`config.mk`:
```
export PLATFORM = sky130hd
export DESIGN_NAME = signed_seq_divider_flat
export DESIGN_NICKNAME = d
export VERILOG_FILES = /design/src/rtl/signed_seq_divider_pkg.sv /design/src/rtl/signed_seq_divider_if.sv /design/src/rtl/signed_seq_divider_div_step.sv /design/src/rtl/signed_seq_divider.sv /design/src/flat_wrapper.sv
export SDC_FILE = /design/constraint.sdc
export NUM_CORES = 1
export LEC_CHECK = 0
export CAP_MARGIN = 20
export CORE_MARGIN = 3
export CORE_UTILIZATION = 50
export CTS_CLUSTER_SIZE = 30
export DETAILED_ROUTE_END_ITERATION = 10
export PLACE_DENSITY = 0.7
export SYNTH_ARGS = -nofsm -noshare
export SYNTH_HDL_FRONTEND = slang
export SYNTH_HIERARCHICAL = 1
export SYNTH_SLANG_ARGS = --single-unit
```
`constraint.sdc`:
```
create_clock -name clk -period 3.7 [get_ports clk]
set_input_delay 0.555 -clock clk [delete_from_list [all_inputs] [get_ports clk]]
set_output_delay 0.555 -clock clk [all_outputs]
set_load 0.01 [all_outputs]
```
`src/rtl/signed_seq_divider_pkg.sv`:
```
// Shared types and constants for the signed sequential divider.
package signed_seq_divider_pkg;

  // Default operand width; the dividend is twice this wide.
  localparam int DIV_WIDTH = 16;

  // Iteration counter width for the default operand width.
  localparam int DIV_CNT_W = $clog2(DIV_WIDTH);

  // Divider control states.
  typedef enum logic [1:0] {
    ST_IDLE = 2'd0,
    ST_RUN  = 2'd1,
    ST_FIX  = 2'd2,
    ST_DONE = 2'd3
  } div_state_t;

  // Counter width for an arbitrary operand width (at least one bit).
  function automatic int cnt_width(input int w);
    return (w > 1) ? $clog2(w) : 1;
  endfunction

endpackage

```
`src/rtl/signed_seq_divider_if.sv`:
```
// Start/done handshake and operand/result bus of the signed divider.
interface signed_seq_divider_if #(
  parameter int WIDTH = signed_seq_divider_pkg::DIV_WIDTH
);
  logic                 start;
  logic [2*WIDTH-1:0]   dividend;
  logic [WIDTH-1:0]     divisor;
  logic [WIDTH-1:0]     quotient;
  logic [WIDTH-1:0]     remainder;
  logic                 dbz;
  logic                 ovf;
  logic                 busy;
  logic                 done;

  // Requester side: issues operands, observes results.
  modport master (
    output start, dividend, divisor,
    input  quotient, remainder, dbz, ovf, busy, done
  );

  // Divider side.
  modport slave (
    input  start, dividend, divisor,
    output quotient, remainder, dbz, ovf, busy, done
  );
endinterface

```
`src/rtl/signed_seq_divider_div_step.sv`:
```
// One radix-2 restoring division step on unsigned magnitudes.
module div_step #(
  parameter int WIDTH = 16
) (
  input  logic [WIDTH:0]   rem_in,
  input  logic             bit_in,
  input  logic [WIDTH-1:0] dvs_mag,
  output logic [WIDTH:0]   rem_out,
  output logic             q_bit
);
  logic [WIDTH+1:0] shifted;
  logic [WIDTH+1:0] trial;

  // Shift in the next dividend bit, trial-subtract, restore on borrow.
  always_comb begin
    shifted = {rem_in, bit_in};
    trial   = shifted - {2'b00, dvs_mag};
    q_bit   = ~trial[WIDTH+1];
    rem_out = q_bit ? trial[WIDTH:0] : shifted[WIDTH:0];
  end
endmodule

```
`src/rtl/signed_seq_divider.sv`:
```
// Iterative signed divider: 2*WIDTH-bit dividend / WIDTH-bit divisor,
// one quotient bit per clock, fixed latency of WIDTH+2 cycles.
module signed_seq_divider
  import signed_seq_divider_pkg::*;
#(
  parameter int WIDTH = DIV_WIDTH
) (
  input logic                 clk,
  input logic                 rst_n,
  signed_seq_divider_if.slave bus
);
  localparam int CNT_W = cnt_width(WIDTH);
  localparam logic [WIDTH-1:0] NEG_LIMIT = {1'b1, {(WIDTH-1){1'b0}}};

  div_state_t         state_reg;
  logic [CNT_W-1:0]   cnt_reg;
  logic [WIDTH:0]     rem_reg;      // partial remainder
  logic [WIDTH-1:0]   lo_reg;       // low dividend bits out, quotient bits in
  logic [WIDTH-1:0]   dvs_mag_reg;
  logic               dvd_neg_reg;
  logic               dvs_neg_reg;
  logic               pre_dbz_reg;
  logic               pre_ovf_reg;
  logic [WIDTH-1:0]   quotient_reg;
  logic [WIDTH-1:0]   remainder_reg;
  logic               dbz_reg;
  logic               ovf_reg;
  logic               busy_reg;
  logic               done_reg;

  logic [2*WIDTH-1:0] dvd_mag;
  logic [WIDTH-1:0]   dvs_mag;
  logic               pre_dbz;
  logic               pre_ovf;
  logic [WIDTH:0]     step_rem;
  logic               step_q;
  logic               q_neg;
  logic [WIDTH-1:0]   q_signed;
  logic [WIDTH-1:0]   r_signed;
  logic               range_bad;

  // Operand magnitudes and early error detection on the live inputs.
  // If the upper dividend half already reaches the divisor the quotient
  // cannot fit in WIDTH bits, so the restoring loop result is discarded.
  always_comb begin
    dvd_mag = bus.dividend[2*WIDTH-1] ? -bus.dividend : bus.dividend;
    dvs_mag = bus.divisor[WIDTH-1] ? -bus.divisor : bus.divisor;
    pre_dbz = (bus.divisor == '0);
    pre_ovf = !pre_dbz && (dvd_mag[2*WIDTH-1:WIDTH] >= dvs_mag);
  end

  // Single restoring stage reused on every RUN cycle.
  div_step #(.WIDTH(WIDTH)) u_step (
    .rem_in  (rem_reg),
    .bit_in  (lo_reg[WIDTH-1]),
    .dvs_mag (dvs_mag_reg),
    .rem_out (step_rem),
    .q_bit   (step_q)
  );

  // Sign correction and signed range check of the finished magnitudes.
  always_comb begin
    q_neg     = dvd_neg_reg ^ dvs_neg_reg;
    q_signed  = q_neg ? -lo_reg : lo_reg;
    r_signed  = dvd_neg_reg ? -rem_reg[WIDTH-1:0] : rem_reg[WIDTH-1:0];
    range_bad = q_neg ? (lo_reg > NEG_LIMIT) : lo_reg[WIDTH-1];
  end

  // Control FSM with registered results, flags and handshake.
  always_ff @(posedge clk or negedge rst_n) begin
    if (!rst_n) begin
      state_reg     <= ST_IDLE;
      cnt_reg       <= '0;
      rem_reg       <= '0;
      lo_reg        <= '0;
      dvs_mag_reg   <= '0;
      dvd_neg_reg   <= 1'b0;
      dvs_neg_reg   <= 1'b0;
      pre_dbz_reg   <= 1'b0;
      pre_ovf_reg   <= 1'b0;
      quotient_reg  <= '0;
      remainder_reg <= '0;
      dbz_reg       <= 1'b0;
      ovf_reg       <= 1'b0;
      busy_reg      <= 1'b0;
      done_reg      <= 1'b0;
    end else begin
      case (state_reg)
        ST_IDLE: begin
          done_reg <= 1'b0;
          if (bus.start) begin
            rem_reg       <= {1'b0, dvd_mag[2*WIDTH-1:WIDTH]};
            lo_reg        <= dvd_mag[WIDTH-1:0];
            dvs_mag_reg   <= dvs_mag;
            dvd_neg_reg   <= bus.dividend[2*WIDTH-1];
            dvs_neg_reg   <= bus.divisor[WIDTH-1];
            pre_dbz_reg   <= pre_dbz;
            pre_ovf_reg   <= pre_ovf;
            quotient_reg  <= '0;
            remainder_reg <= '0;
            dbz_reg       <= 1'b0;
            ovf_reg       <= 1'b0;
            busy_reg      <= 1'b1;
            cnt_reg       <= CNT_W'(WIDTH - 1);
            state_reg     <= ST_RUN;
          end
        end
        ST_RUN: begin
          rem_reg <= step_rem;
          lo_reg  <= {lo_reg[WIDTH-2:0], step_q};
          if (cnt_reg == '0) begin
            state_reg <= ST_FIX;
          end else begin
            cnt_reg <= cnt_reg - 1'b1;
          end
        end
        ST_FIX: begin
          // rem_reg[WIDTH] can only be set when the pre-check already failed.
          if (pre_dbz_reg) begin
            dbz_reg       <= 1'b1;
            quotient_reg  <= '0;
            remainder_reg <= '0;
          end else if (pre_ovf_reg || range_bad || rem_reg[WIDTH]) begin
            ovf_reg       <= 1'b1;
            quotient_reg  <= '0;
            remainder_reg <= '0;
          end else begin
            quotient_reg  <= q_signed;
            remainder_reg <= r_signed;
          end
          busy_reg  <= 1'b0;
          done_reg  <= 1'b1;
          state_reg <= ST_DONE;
        end
        default: begin
          done_reg  <= 1'b0;
          state_reg <= ST_IDLE;
        end
      endcase
    end
  end

  assign bus.quotient  = quotient_reg;
  assign bus.remainder = remainder_reg;
  assign bus.dbz       = dbz_reg;
  assign bus.ovf       = ovf_reg;
  assign bus.busy      = busy_reg;
  assign bus.done      = done_reg;
endmodule

```
`src/flat_wrapper.sv`:
```
// flat-port wrapper written by rule: the top's interface ports become plain ports
module signed_seq_divider_flat import signed_seq_divider_pkg::*;
#(
  parameter int WIDTH = DIV_WIDTH
)
  (clk, rst_n, bus_start, bus_dividend, bus_divisor, bus_quotient, bus_remainder, bus_dbz, bus_ovf, bus_busy, bus_done);
  signed_seq_divider_if #(.WIDTH(WIDTH)) bus_i ();
  input logic clk;
  input logic rst_n;
  input wire logic [$bits(bus_i.start)-1:0] bus_start;
  input wire logic [$bits(bus_i.dividend)-1:0] bus_dividend;
  input wire logic [$bits(bus_i.divisor)-1:0] bus_divisor;
  output wire logic [$bits(bus_i.quotient)-1:0] bus_quotient;
  output wire logic [$bits(bus_i.remainder)-1:0] bus_remainder;
  output wire logic [$bits(bus_i.dbz)-1:0] bus_dbz;
  output wire logic [$bits(bus_i.ovf)-1:0] bus_ovf;
  output wire logic [$bits(bus_i.busy)-1:0] bus_busy;
  output wire logic [$bits(bus_i.done)-1:0] bus_done;
  assign bus_i.start = bus_start;
  assign bus_i.dividend = bus_dividend;
  assign bus_i.divisor = bus_divisor;
  assign bus_quotient = bus_i.quotient;
  assign bus_remainder = bus_i.remainder;
  assign bus_dbz = bus_i.dbz;
  assign bus_ovf = bus_i.ovf;
  assign bus_busy = bus_i.busy;
  assign bus_done = bus_i.done;
  signed_seq_divider #(.WIDTH(WIDTH)) u_core (.clk(clk), .rst_n(rst_n), .bus(bus_i));
endmodule
```
==> metrics.md <==
| Metric | Value |
|---|---|
| Post-route DRC violation count | `0` |
| Post-synth EDFFs | `0` |
| Hold-fix buffers at CTS | `0` |
| Power per cell area | `918 nW/um^2` |
| Total Routed Length | `19.5 mm` |
| Number of antenna violations at the first check in global routing | `0` |
| Largest voltage drop on the vdd net | `0.594 mV` |
| Cell row count | `42` |
| Leakage power | `3.57 nW` |
| Global-route wire length before repair | `31.2 mm` |
| First-pass DRT Iterations | `5` |
| Headroom to the max-slew limit | `0.447` |
| Sequential-to-total area share from yosys stat | `0.341` |
| Routed WL per cell | `18.4 um` |
| Maximum count of clock buffers along a single path | `2` |
| Total count of max-transition violations in the final report | `0` |
| Hpwl dp | `15.2 mm` |
| Effective utilization at floorplan | `0.518` |
| Cell chosen for the clock root | `sky130_fd_sc_hd__clkbuf_16` |
| # Max-Cap Violations | `0` |
| Iteration-0 DRC Markers | `491` |
| Proportion of layout cells with a drive suffix above 1 | `0.0983` |
| Setup Skew | `0.0100 ns` |
| # resized after CTS | `0` |
| Vias per inst | `6.01` |
| Max Fanout on Critical Path | `4` |
| Startpoint Class | `input port` |
| Fin. Hold Viols | `0` |
| Clock Pin Slew Worst Setup and Hold Paths | `0.07 ns` |
| Number of flip-flops in the largest register | `17` |
| Synthesis-to-finish area growth | `20.4%` |
| Floorplan die width | `124 um` |
| Leading cell types in the layout, fill and taps excluded | `sky130_fd_sc_hd__nand2_1, sky130_fd_sc_hd__dfrtp_1, sky130_fd_sc_hd__o21ai_0, sky130_fd_sc_hd__clkdlybuf4s50_1, sky130_fd_sc_hd__a21oi_1` |
| Fmax | `279 MHz` |
| Setup Slack @ Placement | `-0.168 ns` |
| Final weighted congestion in routability-driven placement | `0.946` |
| Vertical die dimension | `124 um` |
| Overflow after GRT | `0` |
| Critical Path AT | `3.82 ns` |
| Finished layout cell area | `8400 um^2` |
| Clk Latency, worst-skew pair | `0.35 ns` |
| Number of distinct standard cells referenced by the synthesized netlist | `66` |
| Crit path required time | `3.93 ns` |
| Number of diodes | `0` |
| Final WS setup | `0.116 ns` |
| H-tree Lvls | `3` |
| Setup repair after global routing missed its margin | `false` |
| Setup fix buffers added after clock tree synthesis | `0` |
| Total clock sinks | `95` |
| Setup Viol. Count Final | `0` |
| Most common cell after layout, fill and taps aside | `sky130_fd_sc_hd__nand2_1` |
| Number of synthesized register bits | `95` |
| Total nets after synthesis | `882` |
| Worst hold slack after final layout | `0.214 ns` |
| PortBufs | `86` |
| Outcome | `finished, final reports clean` |
| Type of destination of the critical path | `flop` |
| Type of the worst min-delay path | `in -> async` |
| Cell area after synthesis | `6970 um^2` |
| Class of the most critical setup path | `in -> reg` |
| Syn Area/Cell | `8.84 um^2` |
| Post-Syn Instances | `789` |
| Placeable core region | `13500 um^2` |
| Number of buffers created by CTS | `9` |
| Final period demand of the worst path | `3.58 ns` |
| Number of top-level design ports | `87` |
| Async set-reset flop share out of synthesis | `1.00` |
| Die Outline Area | `15400 um^2` |
| DR vias | `6373` |
| Slew @ Worst Pin | `0.828 ns` |
| Predominant post-synthesis flop cell | `sky130_fd_sc_hd__dfrtp_1` |
| Total routing resource utilization after global routing | `0.259` |
| Vias in the first global route | `6176` |
| Synth Warn # | `6` |
| ANT nets after route | `0` |
| Clock tree from TritonCTS | `built` |
| Count of nets after finishing | `973` |
| Pin count of the biggest net entering global routing | `46` |
| Post-route clock period utilization | `0.969` |
| Dpl cell area | `8110 um^2` |
-- layout make-up --
type / instances / area [um^2]
Clock buffer: 10 / 239
Clock inverter: 6 / 52.6
Fill cell: 1176 / 5050
Inverter: 39 / 146
Multi-Input combinational cell: 617 / 4260
Sequential cell: 95 / 2380
Tap cell: 176 / 220
Timing Repair Buffer: 118 / 1100
-- path summary, 6_finish.rpt --
check	startpoint	end	slack (ns)	depth (start not counted)
setup / recovery	bus_dividend[0]	u_core/pre_ovf_reg	0.12	14
hold / removal	rst_n	u_core/bus.remainder[11]	0.21	1
setup reg to reg	u_core/rem_reg[13]	u_core/rem_reg[7]	0.41	10
hold reg to reg	u_core/bus.remainder[6]	u_core/bus.remainder[6]	0.48	2
max in group asynchronous	rst_n	u_core/pre_dbz_reg	2.65	2
min in group clk	u_core/bus.remainder[6]	u_core/bus.remainder[6]	0.48	2
-- cell usage after synthesis, drive strengths merged, types with 10 or more instances --
| library cell | n | area share |
|---|---|---|
| o41ai | 15 | 0.022 |
| nor3 | 14 | 0.012 |
| mux2i | 10 | 0.014 |
| nor2 | 35 | 0.019 |
| nand3 | 11 | 0.0086 |
| ha | 41 | 0.074 |
| inv | 39 | 0.021 |
| dfrtp | 95 | 0.34 |
| nand2 | 97 | 0.053 |
| a21oi | 50 | 0.036 |
| xnor2 | 39 | 0.052 |
| clkbuf | 30 | 0.016 |
| mux2 | 18 | 0.032 |
| o31ai | 25 | 0.027 |
| o21ai | 91 | 0.065 |
| and3 | 10 | 0.0090 |
| xor2 | 47 | 0.059 |
| or4 | 10 | 0.012 |
-- logic make-up after synthesis --
kind of cell               count (synthesis)  synth area share
AOI/OAI and AO/OA                        233             0.214
xor gates and xnor gates                  86             0.111
adders and majority gates                 42            0.0764
buffers and inverters                     77            0.0481
DFF                                       95             0.341
muxes                                     28            0.0467
and+or+nand+nor                          228             0.163
-- worst max-delay path, cell delays in order --
cell and delay, ns:
sky130_fd_sc_hd__clkdlybuf4s50_1 0.45, sky130_fd_sc_hd__inv_1 0.08, sky130_fd_sc_hd__ha_1 0.16, sky130_fd_sc_hd__nor4b_2 0.41, sky130_fd_sc_hd__nand4_1 0.36, sky130_fd_sc_hd__buf_4 0.25
sky130_fd_sc_hd__o31ai_1 0.32, sky130_fd_sc_hd__xnor2_1 0.16, sky130_fd_sc_hd__ha_1 0.21, sky130_fd_sc_hd__a211oi_1 0.22, sky130_fd_sc_hd__o21ai_0 0.13, sky130_fd_sc_hd__a41o_1 0.27
sky130_fd_sc_hd__o221ai_1 0.17, sky130_fd_sc_hd__a21oi_1 0.06
-- report_power, final --
part           leakage [nW]  switching [mW]  internal [mW]
clock                 0.143           0.439          0.487
combinational          2.22            2.55           2.24
sequential             1.20           0.490           1.50
total                  3.57            3.48           4.23
-- metal layers --
metal  routed length (um)  track usage  part of all wire
met1                 8960        0.378              0.46
met3                 1510       0.0459             0.077
met2                 8590        0.389              0.44
met4                  428       0.0876             0.022
met5                    0            0                 0
-- metrics by stage --
stage | setup TNS (ns) | std cells | total power [mW] | util
5_1_grt | 0 | 1061 | 8.32 | 0.624
6_report | 0 | 1061 | 7.71 | 0.624
3_5_place_dp | -0.168 | 1045 | 6.71 | 0.603
2_1_floorplan | 0 | 789 | 5.36 | -
3_3_place_gp | 0 | 1045 | 6.60 | 0.603
4_1_cts | 0 | 1061 | 7.67 | 0.624
No activity file was read; power rests on OpenSTA's default activity.
